**src/rtl/mem_lsu_buffered.sv**
```systemverilog
// MEM-stage load/store unit: stores post to an in-order buffer, loads go to memctrl after drain.
// Define LSU_STORE_FWD_EN to forward exact-match buffered stores to loads.
module mem_lsu_buffered #(
   parameter int unsigned XLEN     = 32,
   parameter int unsigned ADDR_W   = 32,
   parameter int unsigned SB_DEPTH = 4
) (
   input  logic              clk,
   input  logic              rst,
   input  logic              mem_valid_i,
   input  logic              mem_we_i,
   input  logic [2:0]        funct3_i,
   input  logic [ADDR_W-1:0] addr_i,
   input  logic [XLEN-1:0]   wdata_i,
   input  logic [4:0]        rd_addr_i,
   input  logic              rd_we_i,
   input  logic [XLEN-1:0]   rd_data_i,
   input  logic              hold_i,
   output logic [4:0]        rd_addr_o,
   output logic              rd_we_o,
   output logic [XLEN-1:0]   rd_data_o,
   output logic              stallreq_o,
   output logic              req_valid_o,
   input  logic              req_ready_i,
   output logic              req_we_o,
   output logic [ADDR_W-1:0] req_addr_o,
   output logic [1:0]        req_size_o,
   output logic [XLEN-1:0]   req_wdata_o,
   input  logic              resp_valid_i,
   input  logic [XLEN-1:0]   resp_rdata_i,
   output logic              sb_empty_o
);

   localparam int unsigned PTR_W = $clog2(SB_DEPTH);
   localparam int unsigned CNT_W = PTR_W + 1;

   typedef enum logic [2:0] {
      StIdle, StStReq, StStWait, StLdReq, StLdWait, StLdDone
   } state_e;

   state_e state_q, state_d;

   function automatic logic [1:0] f3_size(input logic [2:0] f3);
      logic [1:0] s;
      case (f3)
         3'b000, 3'b100: s = 2'd0;
         3'b001, 3'b101: s = 2'd1;
         3'b011:         s = (XLEN == 64) ? 2'd3 : 2'd2;
         default:        s = 2'd2;
      endcase
      return s;
   endfunction

   // Shift the field to the top, then back down arithmetically or logically.
   function automatic logic [XLEN-1:0] extend(input logic [XLEN-1:0] d, input logic [2:0] f3);
      logic [XLEN-1:0] r;
      int unsigned     sh;
      logic            sgn;
      case (f3)
         3'b000:  begin sh = XLEN - 8;  sgn = 1'b1; end
         3'b001:  begin sh = XLEN - 16; sgn = 1'b1; end
         3'b011:  begin sh = (XLEN == 64) ? 32'd0 : XLEN - 32; sgn = (XLEN != 64); end
         3'b100:  begin sh = XLEN - 8;  sgn = 1'b0; end
         3'b101:  begin sh = XLEN - 16; sgn = 1'b0; end
         3'b110:  begin sh = XLEN - 32; sgn = 1'b0; end
         default: begin sh = XLEN - 32; sgn = 1'b1; end
      endcase
      r = d << sh;
      if (sgn) r = $signed(r) >>> sh;
      else     r = r >> sh;
      return r;
   endfunction

   logic [ADDR_W-1:0] sb_addr_q [SB_DEPTH];
   logic [XLEN-1:0]   sb_data_q [SB_DEPTH];
   logic [1:0]        sb_size_q [SB_DEPTH];
   logic [PTR_W-1:0]  head_q, tail_q;
   logic [CNT_W-1:0]  count_q;

   logic is_load, is_store, sb_full, sb_nonempty, push, pop;
   logic ld_issue, ld_fwd;

   logic [ADDR_W-1:0] ld_addr_q;
   logic [1:0]        ld_size_q;
   logic [2:0]        ld_f3_q;
   logic [XLEN-1:0]   ld_data_q;

   assign is_load     = mem_valid_i & ~mem_we_i;
   assign is_store    = mem_valid_i & mem_we_i;
   assign sb_full     = (count_q == CNT_W'(SB_DEPTH));
   assign sb_nonempty = (count_q != '0);
   // Fullness is judged on the registered count, so a same-cycle pop never admits a push.
   assign push        = is_store & ~hold_i & ~sb_full;
   assign pop         = (state_q == StStWait) & resp_valid_i;
   assign sb_empty_o  = ~sb_nonempty;

   logic            fwd_hit;
   logic [XLEN-1:0] fwd_data;

`ifdef LSU_STORE_FWD_EN
   logic [ADDR_W:0]  ld_lo, ld_hi, st_lo, st_hi;
   logic [PTR_W-1:0] fwd_idx;
   logic [1:0]       ld_sz;

   // The youngest overlapping entry decides: forward only if it is an exact match.
   always_comb begin
      fwd_hit  = 1'b0;
      fwd_data = '0;
      fwd_idx  = '0;
      st_lo    = '0;
      st_hi    = '0;
      ld_sz    = f3_size(funct3_i);
      ld_lo    = {1'b0, addr_i};
      ld_hi    = ld_lo + ((ADDR_W + 1)'(1) << ld_sz);
      for (int unsigned i = 0; i < SB_DEPTH; i++) begin
         if (CNT_W'(i) < count_q) begin
            fwd_idx = head_q + PTR_W'(i);
            st_lo   = {1'b0, sb_addr_q[fwd_idx]};
            st_hi   = st_lo + ((ADDR_W + 1)'(1) << sb_size_q[fwd_idx]);
            if ((ld_lo < st_hi) && (st_lo < ld_hi)) begin
               fwd_hit  = (st_lo == ld_lo) && (sb_size_q[fwd_idx] == ld_sz);
               fwd_data = sb_data_q[fwd_idx];
            end
         end
      end
   end
`else
   assign fwd_hit  = 1'b0;
   assign fwd_data = '0;
`endif

   assign ld_fwd   = (state_q == StIdle) & is_load & fwd_hit;
   assign ld_issue = (state_q == StIdle) & is_load & ~fwd_hit & ~sb_nonempty;

   always_comb begin
      state_d = state_q;
      case (state_q)
         StIdle: begin
            if (ld_fwd)           state_d = StLdDone;
            else if (sb_nonempty) state_d = StStReq;
            else if (ld_issue)    state_d = StLdReq;
         end
         StStReq:  if (req_ready_i)  state_d = StStWait;
         StStWait: if (resp_valid_i) state_d = StIdle;
         StLdReq:  if (req_ready_i)  state_d = StLdWait;
         StLdWait: if (resp_valid_i) state_d = StLdDone;
         StLdDone: if (!hold_i)      state_d = StIdle;
         default:                    state_d = StIdle;
      endcase
   end

   always_ff @(posedge clk or posedge rst) begin
      if (rst) begin
         state_q <= StIdle;
         head_q  <= '0;
         tail_q  <= '0;
         count_q <= '0;
      end else begin
         state_q <= state_d;
         if (push) tail_q <= tail_q + PTR_W'(1);
         if (pop)  head_q <= head_q + PTR_W'(1);
         case ({push, pop})
            2'b10:   count_q <= count_q + CNT_W'(1);
            2'b01:   count_q <= count_q - CNT_W'(1);
            default: ;
         endcase
      end
   end

   always_ff @(posedge clk) begin
      if (push) begin
         sb_addr_q[tail_q] <= addr_i;
         sb_data_q[tail_q] <= wdata_i;
         sb_size_q[tail_q] <= f3_size(funct3_i);
      end
   end

   // Load request is captured at issue so it stays stable while memctrl back-pressures.
   always_ff @(posedge clk or posedge rst) begin
      if (rst) begin
         ld_addr_q <= '0;
         ld_size_q <= '0;
         ld_f3_q   <= '0;
         ld_data_q <= '0;
      end else begin
         if (ld_issue) begin
            ld_addr_q <= addr_i;
            ld_size_q <= f3_size(funct3_i);
            ld_f3_q   <= funct3_i;
         end
         if (ld_fwd) begin
            ld_data_q <= extend(fwd_data, funct3_i);
         end else if ((state_q == StLdWait) && resp_valid_i) begin
            ld_data_q <= extend(resp_rdata_i, ld_f3_q);
         end
      end
   end

   always_comb begin
      rd_addr_o   = rd_addr_i;
      rd_we_o     = rd_we_i;
      rd_data_o   = rd_data_i;
      stallreq_o  = 1'b0;
      req_valid_o = 1'b0;
      req_we_o    = 1'b0;
      req_addr_o  = '0;
      req_size_o  = '0;
      req_wdata_o = '0;
      if (is_store) begin
         rd_we_o    = 1'b0;
         rd_data_o  = '0;
         stallreq_o = sb_full;
      end else if (is_load) begin
         rd_we_o    = (state_q == StLdDone);
         rd_data_o  = (state_q == StLdDone) ? ld_data_q : '0;
         stallreq_o = (state_q != StLdDone);
      end
      case (state_q)
         StStReq: begin
            req_valid_o = 1'b1;
            req_we_o    = 1'b1;
            req_addr_o  = sb_addr_q[head_q];
            req_size_o  = sb_size_q[head_q];
            req_wdata_o = sb_data_q[head_q];
         end
         StLdReq: begin
            req_valid_o = 1'b1;
            req_addr_o  = ld_addr_q;
            req_size_o  = ld_size_q;
         end
         default: ;
      endcase
      if (rst) begin
         rd_addr_o   = '0;
         rd_we_o     = 1'b0;
         rd_data_o   = '0;
         stallreq_o  = 1'b0;
         req_valid_o = 1'b0;
         req_we_o    = 1'b0;
         req_addr_o  = '0;
         req_size_o  = '0;
         req_wdata_o = '0;
      end
   end

endmodule

```
**config.mk**
```make
export PLATFORM = sky130hd
export DESIGN_NAME = mem_lsu_buffered
export DESIGN_NICKNAME = d
export VERILOG_FILES = /design/src/rtl/mem_lsu_buffered.sv
export SDC_FILE = /design/constraint.sdc
export NUM_CORES = 1
export LEC_CHECK = 0
export CORE_ASPECT_RATIO = 1.5
export CORE_MARGIN = 5
export CORE_UTILIZATION = 54
export CTS_BUF_LIST = sky130_fd_sc_hd__clkbuf_2 sky130_fd_sc_hd__clkbuf_4 sky130_fd_sc_hd__clkbuf_8
export CTS_CLUSTER_DIAMETER = 40
export CTS_CLUSTER_SIZE = 16
export DETAILED_ROUTE_END_ITERATION = 8
export PLACE_DENSITY = 0.78
export SLEW_MARGIN = 20
export SYNTH_ARGS = -nofsm -noshare
export SYNTH_HDL_FRONTEND = slang
export SYNTH_SLANG_ARGS = --single-unit
export TNS_END_PERCENT = 100
```
**constraint.sdc**
```tcl
create_clock -name clk -period 4.05 [get_ports clk]
set_input_delay 0.6075 -clock clk [delete_from_list [all_inputs] [get_ports clk]]
set_output_delay 0.6075 -clock clk [all_outputs]
set_load 0.01 [all_outputs]
```
==> impl_metrics.csv, run 1 <==
group,metric,value,unit
run_status,outcome,"finished, final reports clean",
placed_design,dp_slack,0.5058,ns
synth,ys_seq_area_share,70.51,%
worst_setup_path,critical-path-max-stage-delay,0.55,ns
detailed_routing,dr.pass1.iters,4,
timing,max_slew.worst_pin.slew,1.057,ns
worst_setup_path,path_max_fanout,25,
synth,yosysWarnings,0,
clocking,post_cts_resized,0,
worst_setup_path,setup.worst_path.end_class,"output pin",
detailed_routing,wl_per_cell,21.81,um
pwr,total_power,10.16,mW
layout,fillerInstances,1759,
detailed_routing,drcViolationCount,0,
timing,min_period,3.520,ns
clocking,clock-sinks,343,
pwr,power.leakage,6.314,nW
pwr,p_per_area,571.8,nW/um^2
layout,layout_common_cells,"edfxtp_1, clkdlybuf4s50_1, dfrtp_1, nor2_1, mux4_2",
layout,final_common_cell,"edfxtp_1",
detailed_routing,via_per_inst,5.646,
worst_setup_path,worstSetupPathType,"in2out",
layout,syn2layout_area_growth,26.46,%
worst_setup_path,cp_slowest_cell,"clkdlybuf4s50_1",
detailed_routing,drt_iter0_drc,413,
placed_design,place_area,17020,um^2
synth,syn-cell-area,14050,um^2
synth,syn_inst,793,
layout,final_util,68.94,%
worst_setup_path,crit_family,"buffers and inverters",
clocking,cts_tree,"yes",
clocking,numCtsBuffers,34,
floorplanning,dieHeight,207.5,um
synth,synth_top_area_share,56.44,%
min_path,hold_class,"reg2reg",
synth,synth_seq_cells,343,
worst_setup_path,required,3.44,ns
placed_design,place_hpwl,20.10,mm
layout,final_cells,1406,
timing,hold_ws,0.4925,ns
timing,fmax,0.2841,GHz
timing,finClkSkew,0.02903,ns
synth,yosys.area.top_type,"edfxtp_1",
detailed_routing,ant_nets,0,
synth,syn_area_per_cell,17.71,um^2
worst_setup_path,cp.arrival,2.91,ns
floorplanning,row_count,72,
timing,setup_tns,0,ns
timing,finalCritPeriodShare,86.91,%
timing,hold_viol,0,
worst_setup_path,cp_common_cell,"clkdlybuf4s50_1",
layout,num_antenna_cells,0,
clocking,cts_max_path_buffers,3,
clocking,cts_root_buf,"clkbuf_8",
floorplanning,core_area,25760,um^2
flow_run,drv_cap,0,
grt,gr-usage-all-layers,20.99,%
synth,synthArstFlopShare,23.03,%
placed_design,dpl.cell_count,1345,
clocking,post_cts_buffers,0,
placed_design,io_buffers,251,
timing,rsz0062_at_grt,"no",
clocking,clk_latency,0.55,ns
synth,yosys.cell_types.count,45,
timing,relSlewSlack,29.52,%
placed_design,place.gp.congestion,0.8263,
synth,synth_area_leaders,"edfxtp_1, dfrtp_1, mux4_2",
synth,synth-edff-count,264,
detailed_routing,route.vias.total,7938,
timing,setup_viol,0,
floorplanning,chipWidth,141.7,um
grt,grt_max_degree,80,
grt,gr-total-overflow,0,
grt,antenna_found_initial,1,
worst_setup_path,crit_path_start_kind,"input port",
floorplanning,pin_count,252,
detailed_routing,routed_wl,30.67,mm
layout,final_layout_size_suffix_gt1_share,18.73,%
floorplanning,initial_utilization,54.52,%
clocking,clk_pin_slew,0.07,ns
worst_setup_path,crit_chain,"clkdlybuf4s50_1, nand2b_1, nor2_4, buf_4, a22o_1, clkdlybuf4s50_1",
layout,layout.nets,1198,
floorplanning,dieArea,29400,um^2
grt,grt_pass1_wl,48.02,mm
timing,drv_slew,0,
clocking,cts_hold_buf,0,
clocking,h-tree-depth,2,
synth,syn_nets,943,
pwr,ir_drop,0.3812,mV
timing,timing.final.ws_setup,0.5302,ns
worst_setup_path,cp_num_buf_inv,3,
grt,first_global_vias,8498,
synth,synth-main-ff-cell,"edfxtp_1",
layout,design_area,17760,um^2
==> path summary, 6_finish.rpt <==
| check | startpoint | endpoint | slack, ns | cells after the start |
|---|---|---|---|---|
| worst min-delay path | ld_data_q[3] | ld_data_q[3] | 0.49 | 1 |
| worst min register to register | ld_data_q[3] | ld_data_q[3] | 0.49 | 1 |
| max in group asynchronous | rst | head_q[0] | 2.68 | 3 |
| min in group asynchronous | rst | ld_data_q[12] | 0.80 | 3 |
| worst max register to register | count_q[0] | ld_addr_q[15] | 1.68 | 3 |
| worst max-delay path | rst | req_addr_o[11] | 0.53 | 6 |
==> power breakdown <==
group	internal (mW)	switching, mW
clock network	1.10	1.18
registers	4.35	0.451
logic	1.75	1.32
total	7.20	2.95
==> cell type report <==
class | instances | area (um^2) | share of cell area (%)
sequential | 343 | 9912 | 55.80
multi-input combinational | 386 | 3860 | 21.73
timing repair buffer | 274 | 2801 | 15.77
clock buffer | 46 | 583.1 | 3.283
tap | 333 | 416.7 | 2.346
clock inverter | 15 | 153.9 | 0.8664
inverter | 9 | 35.03 | 0.1972
==> synth_stat cells, types with 2 or more instances <==
| cell type | n |
|---|---|
| edfxtp_1 | 264 |
| dfrtp_1 | 79 |
| nor2_1 | 73 |
| mux4_2 | 66 |
| and2_1 | 36 |
| a22o_1 | 34 |
| mux2_4 | 30 |
| buf_2 | 24 |
| clkbuf_1 | 21 |
| o22ai_1 | 21 |
| nand2_1 | 18 |
| a21oi_1 | 17 |
| a31oi_1 | 16 |
| a211oi_1 | 11 |
| inv_1 | 9 |
| mux2_1 | 9 |
| mux2_2 | 7 |
| buf_6 | 6 |
| nor2b_1 | 6 |
| ha_1 | 5 |
| nand2b_1 | 4 |
| buf_1 | 3 |
| o21ai_0 | 3 |
| xnor2_1 | 3 |
| xor2_1 | 3 |
| a21o_1 | 2 |
| and3b_1 | 2 |
| mux2i_1 | 2 |
| nand4bb_1 | 2 |
| nor3_2 | 2 |
==> cell families (layout without fill, tap and decap cells) <==
group,Yosys count,after routing,synth area share [%]
xor gates and xnor gates,6,6,0.3742
buffers and inverters,64,344,2.272
muxes,114,114,15.21
DFF,343,343,70.51
AOI/OAI and AO/OA,107,107,5.372
and+or+nand+nor,153,153,5.665
adders and majority gates,6,6,0.5879
==> worst register-to-register path, cell delays in order (launching register included) <==
cell and delay [ns]:
dfrtp_1 0.42, nor3_2 0.34, nand4bb_4 0.81, mux2_4 0.70
==> per-layer routing <==
layer | vias up | wire length (um) | global-route usage (%)
met5 | - | 13 | 0
met4 | 2 | 973 | 7.252
met3 | 52 | 2169 | 4.725
met2 | 285 | 15590 | 35.49
met1 | 3988 | 11920 | 26.81
li1 | 3611 | - | -
==> registers in the layout (all words and copies together), names as in the netlist <==
signal and cells:
count_q 3, head_q 2, ld_addr_q 32, ld_data_q 32, ld_f3_q 3, ld_size_q 2, sb_addr_q 128, sb_data_q 128
sb_size_q 8, state_q 3, tail_q 2
(Power assumes the default switching activity.)
==> run 2, diff against run 1 <==
--- a/config.mk
+++ b/config.mk
@@ -17,4 +17,4 @@
 export SYNTH_ARGS = -nofsm -noshare
 export SYNTH_HDL_FRONTEND = slang
 export SYNTH_SLANG_ARGS = --single-unit
-export TNS_END_PERCENT = 100
+export TNS_END_PERCENT = 5
==> constraint.sdc (replaced) <==
create_clock -name clk -period 4.05 [get_ports clk]
set_input_delay 0.405 -clock clk [delete_from_list [all_inputs] [get_ports clk]]
set_output_delay 0.405 -clock clk [all_outputs]
set_load 0.01 [all_outputs]
==> run 2 against run 1 <==
  * Non-clock buffer count is 1 lower
  * First-iteration DRC count is 13% lower
  * Clock power is 2% lower
  * Clock skew is 0.010 ns higher
  * Flip-flop and latch count stayed put
  * Wire length is 1.5% lower
  * Register-to-register slack hardly changed
  * Cell area is 0.24% lower
  * Sequential share of layout area is 0.13 points higher
  * Largest power group unchanged
==> impl_metrics.csv, run 2 (synthesis results as in run 1) <==
group,metric,value,unit
detailed_routing,via_per_inst,5.705,
floorplanning,pin_count,252,
floorplanning,initial_utilization,54.52,%
placed_design,dp_slack,0.8202,ns
placed_design,place_hpwl,20.03,mm
floorplanning,chipWidth,141.7,um
floorplanning,row_count,72,
timing,max_slew.worst_pin.slew,1.038,ns
floorplanning,core_area,25760,um^2
placed_design,io_buffers,251,
worst_setup_path,r2r-start,"count_q[0]",
timing,fmax,0.3015,GHz
detailed_routing,route.vias.total,8015,
worst_setup_path,crit_path_start_kind,"flop",
clocking,cts_max_path_buffers,3,
min_path,hold_class,"in2async",
timing,rsz0062_at_grt,"no",
pwr,p_per_area,569.7,nW/um^2
grt,first_global_vias,8448,
layout,num_antenna_cells,0,
worst_setup_path,worstSetupPathType,"reg2out",
layout,final_common_cell,"edfxtp_1",
worst_setup_path,required,3.64,ns
pwr,internal_power,7.142,mW
layout,top_regs,"sb_addr_q: 128 flops, sb_data_q: 128 flops",
grt,grt_max_degree,68,
clocking,post_cts_buffers,0,
clocking,clk_pin_slew,0.09,ns
grt,gr-usage-all-layers,20.51,%
clocking,clk_latency,0.54,ns
grt,gr-total-overflow,0,
clocking,h-tree-depth,2,
clocking,cts_hold_buf,0,
timing,min_period,3.317,ns
timing,finClkSkew,0.03926,ns
flow_run,drv_cap,0,
grt,grt_pass1_wl,47.14,mm
pwr,ir_drop,0.4276,mV
pwr,clockPowerShare,22.2,%
clocking,clock-sinks,343,
layout,layout_common_cells,"edfxtp_1, clkdlybuf4s50_1, dfrtp_1, nor2_1, mux4_2",
timing,hold_ws,0.3137,ns
clocking,numCtsBuffers,34,
layout,syn2layout_area_growth,26.15,%
run_status,outcome,"finished, final reports clean",
detailed_routing,wl_per_cell,21.51,um
worst_setup_path,setup.worst_path.end_class,"output pin",
pwr,p_sw,2.953,mW
pwr,seqPwrFrac,47.5,%
worst_setup_path,worstRegToRegCells,3,
floorplanning,dieArea,29400,um^2
timing,relSlewSlack,30.81,%
timing,setup_viol,0,
grt,antenna_found_initial,1,
pwr,combPwrFrac,30.3,%
pwr,total_power,10.10,mW
timing,hold_viol,0,
layout,final_layout_size_suffix_gt1_share,18.47,%
detailed_routing,drcViolationCount,0,
worst_setup_path,critPathLaunch,"state_q[2]",
floorplanning,dieHeight,207.5,um
clocking,post_cts_resized,0,
detailed_routing,ant_nets,0,
timing,setup_tns,0,ns
timing,finalCritPeriodShare,81.90,%
worst_setup_path,cp.arrival,2.91,ns
pwr,power.leakage,6.306,nW
timing,drv_slew,0,
pwr,p_sw_share,29.25,%
layout,layout.nets,1197,
clocking,cts_tree,"yes",
detailed_routing,dr.pass1.iters,5,
clocking,cts_root_buf,"clkbuf_8",
detailed_routing,routed_wl,30.22,mm
detailed_routing,drt_iter0_drc,358,
timing,timing.final.ws_setup,0.7329,ns
placed_design,place.gp.congestion,0.8268,
worst_setup_path,path_max_fanout,33,
==> run 2: area by class of cell <==
class	count	area [um^2]
well taps	333	416.7
multi-input cells	386	3860
inverters	9	35.03
fillers	1788	8045
clock buffers	42	540.5
clock inverters	19	190.2
flip-flops and latches	343	9912
repair buffers	273	2765
==> run 2: worst max-delay path, stage by stage, from the launching register on <==
cell and delay [ns]:
dfrtp_1 0.61, nand4bb_1 0.19, a21o_1 0.55, a211oi_1 0.42, clkdlybuf4s50_1 0.61
==> run 2: through the flow <==
stage               util (%)  std cells  area [um^2]
floorplan                  -        793        14050
global placement       65.94       1344        16990
detailed placement     65.94       1344        16990
CTS                    68.77       1405        17720
global route           68.77       1405        17720
finish                 68.77       1405        17720
==> run 2: worst paths after layout <==
path,to,slack (ns)
max,rd_data_o[29],0.73
max reg2reg,ld_addr_q[8],1.68
min,ld_addr_q[24],0.31
min in group clk,ld_data_q[19],0.46
max in group asynchronous,head_q[1],2.48
min reg2reg,ld_data_q[3],0.49
==> run 2: routing by layer <==
layer | up-vias | global-route usage (%) | routed length, um
met2 | 275 | 35.00 | 15580
met4 | 2 | 7.119 | 962
met5 | - | 0 | 11
met3 | 60 | 4.171 | 1920
met1 | 4075 | 26.21 | 11740
li1 | 3603 | - | -
==> run 2: power groups by stage <==
stage | combinational [mW] | clock (mW) | sequential [mW]
after floorplan | 2.19 | 0 | 4.62
after global placement | 3.07 | 0 | 4.84
after detailed placement | 3.11 | 0 | 4.87
after CTS | 3.13 | 2.32 | 4.79
after global routing | 3.32 | 2.46 | 4.86
final | 3.06 | 2.24 | 4.79
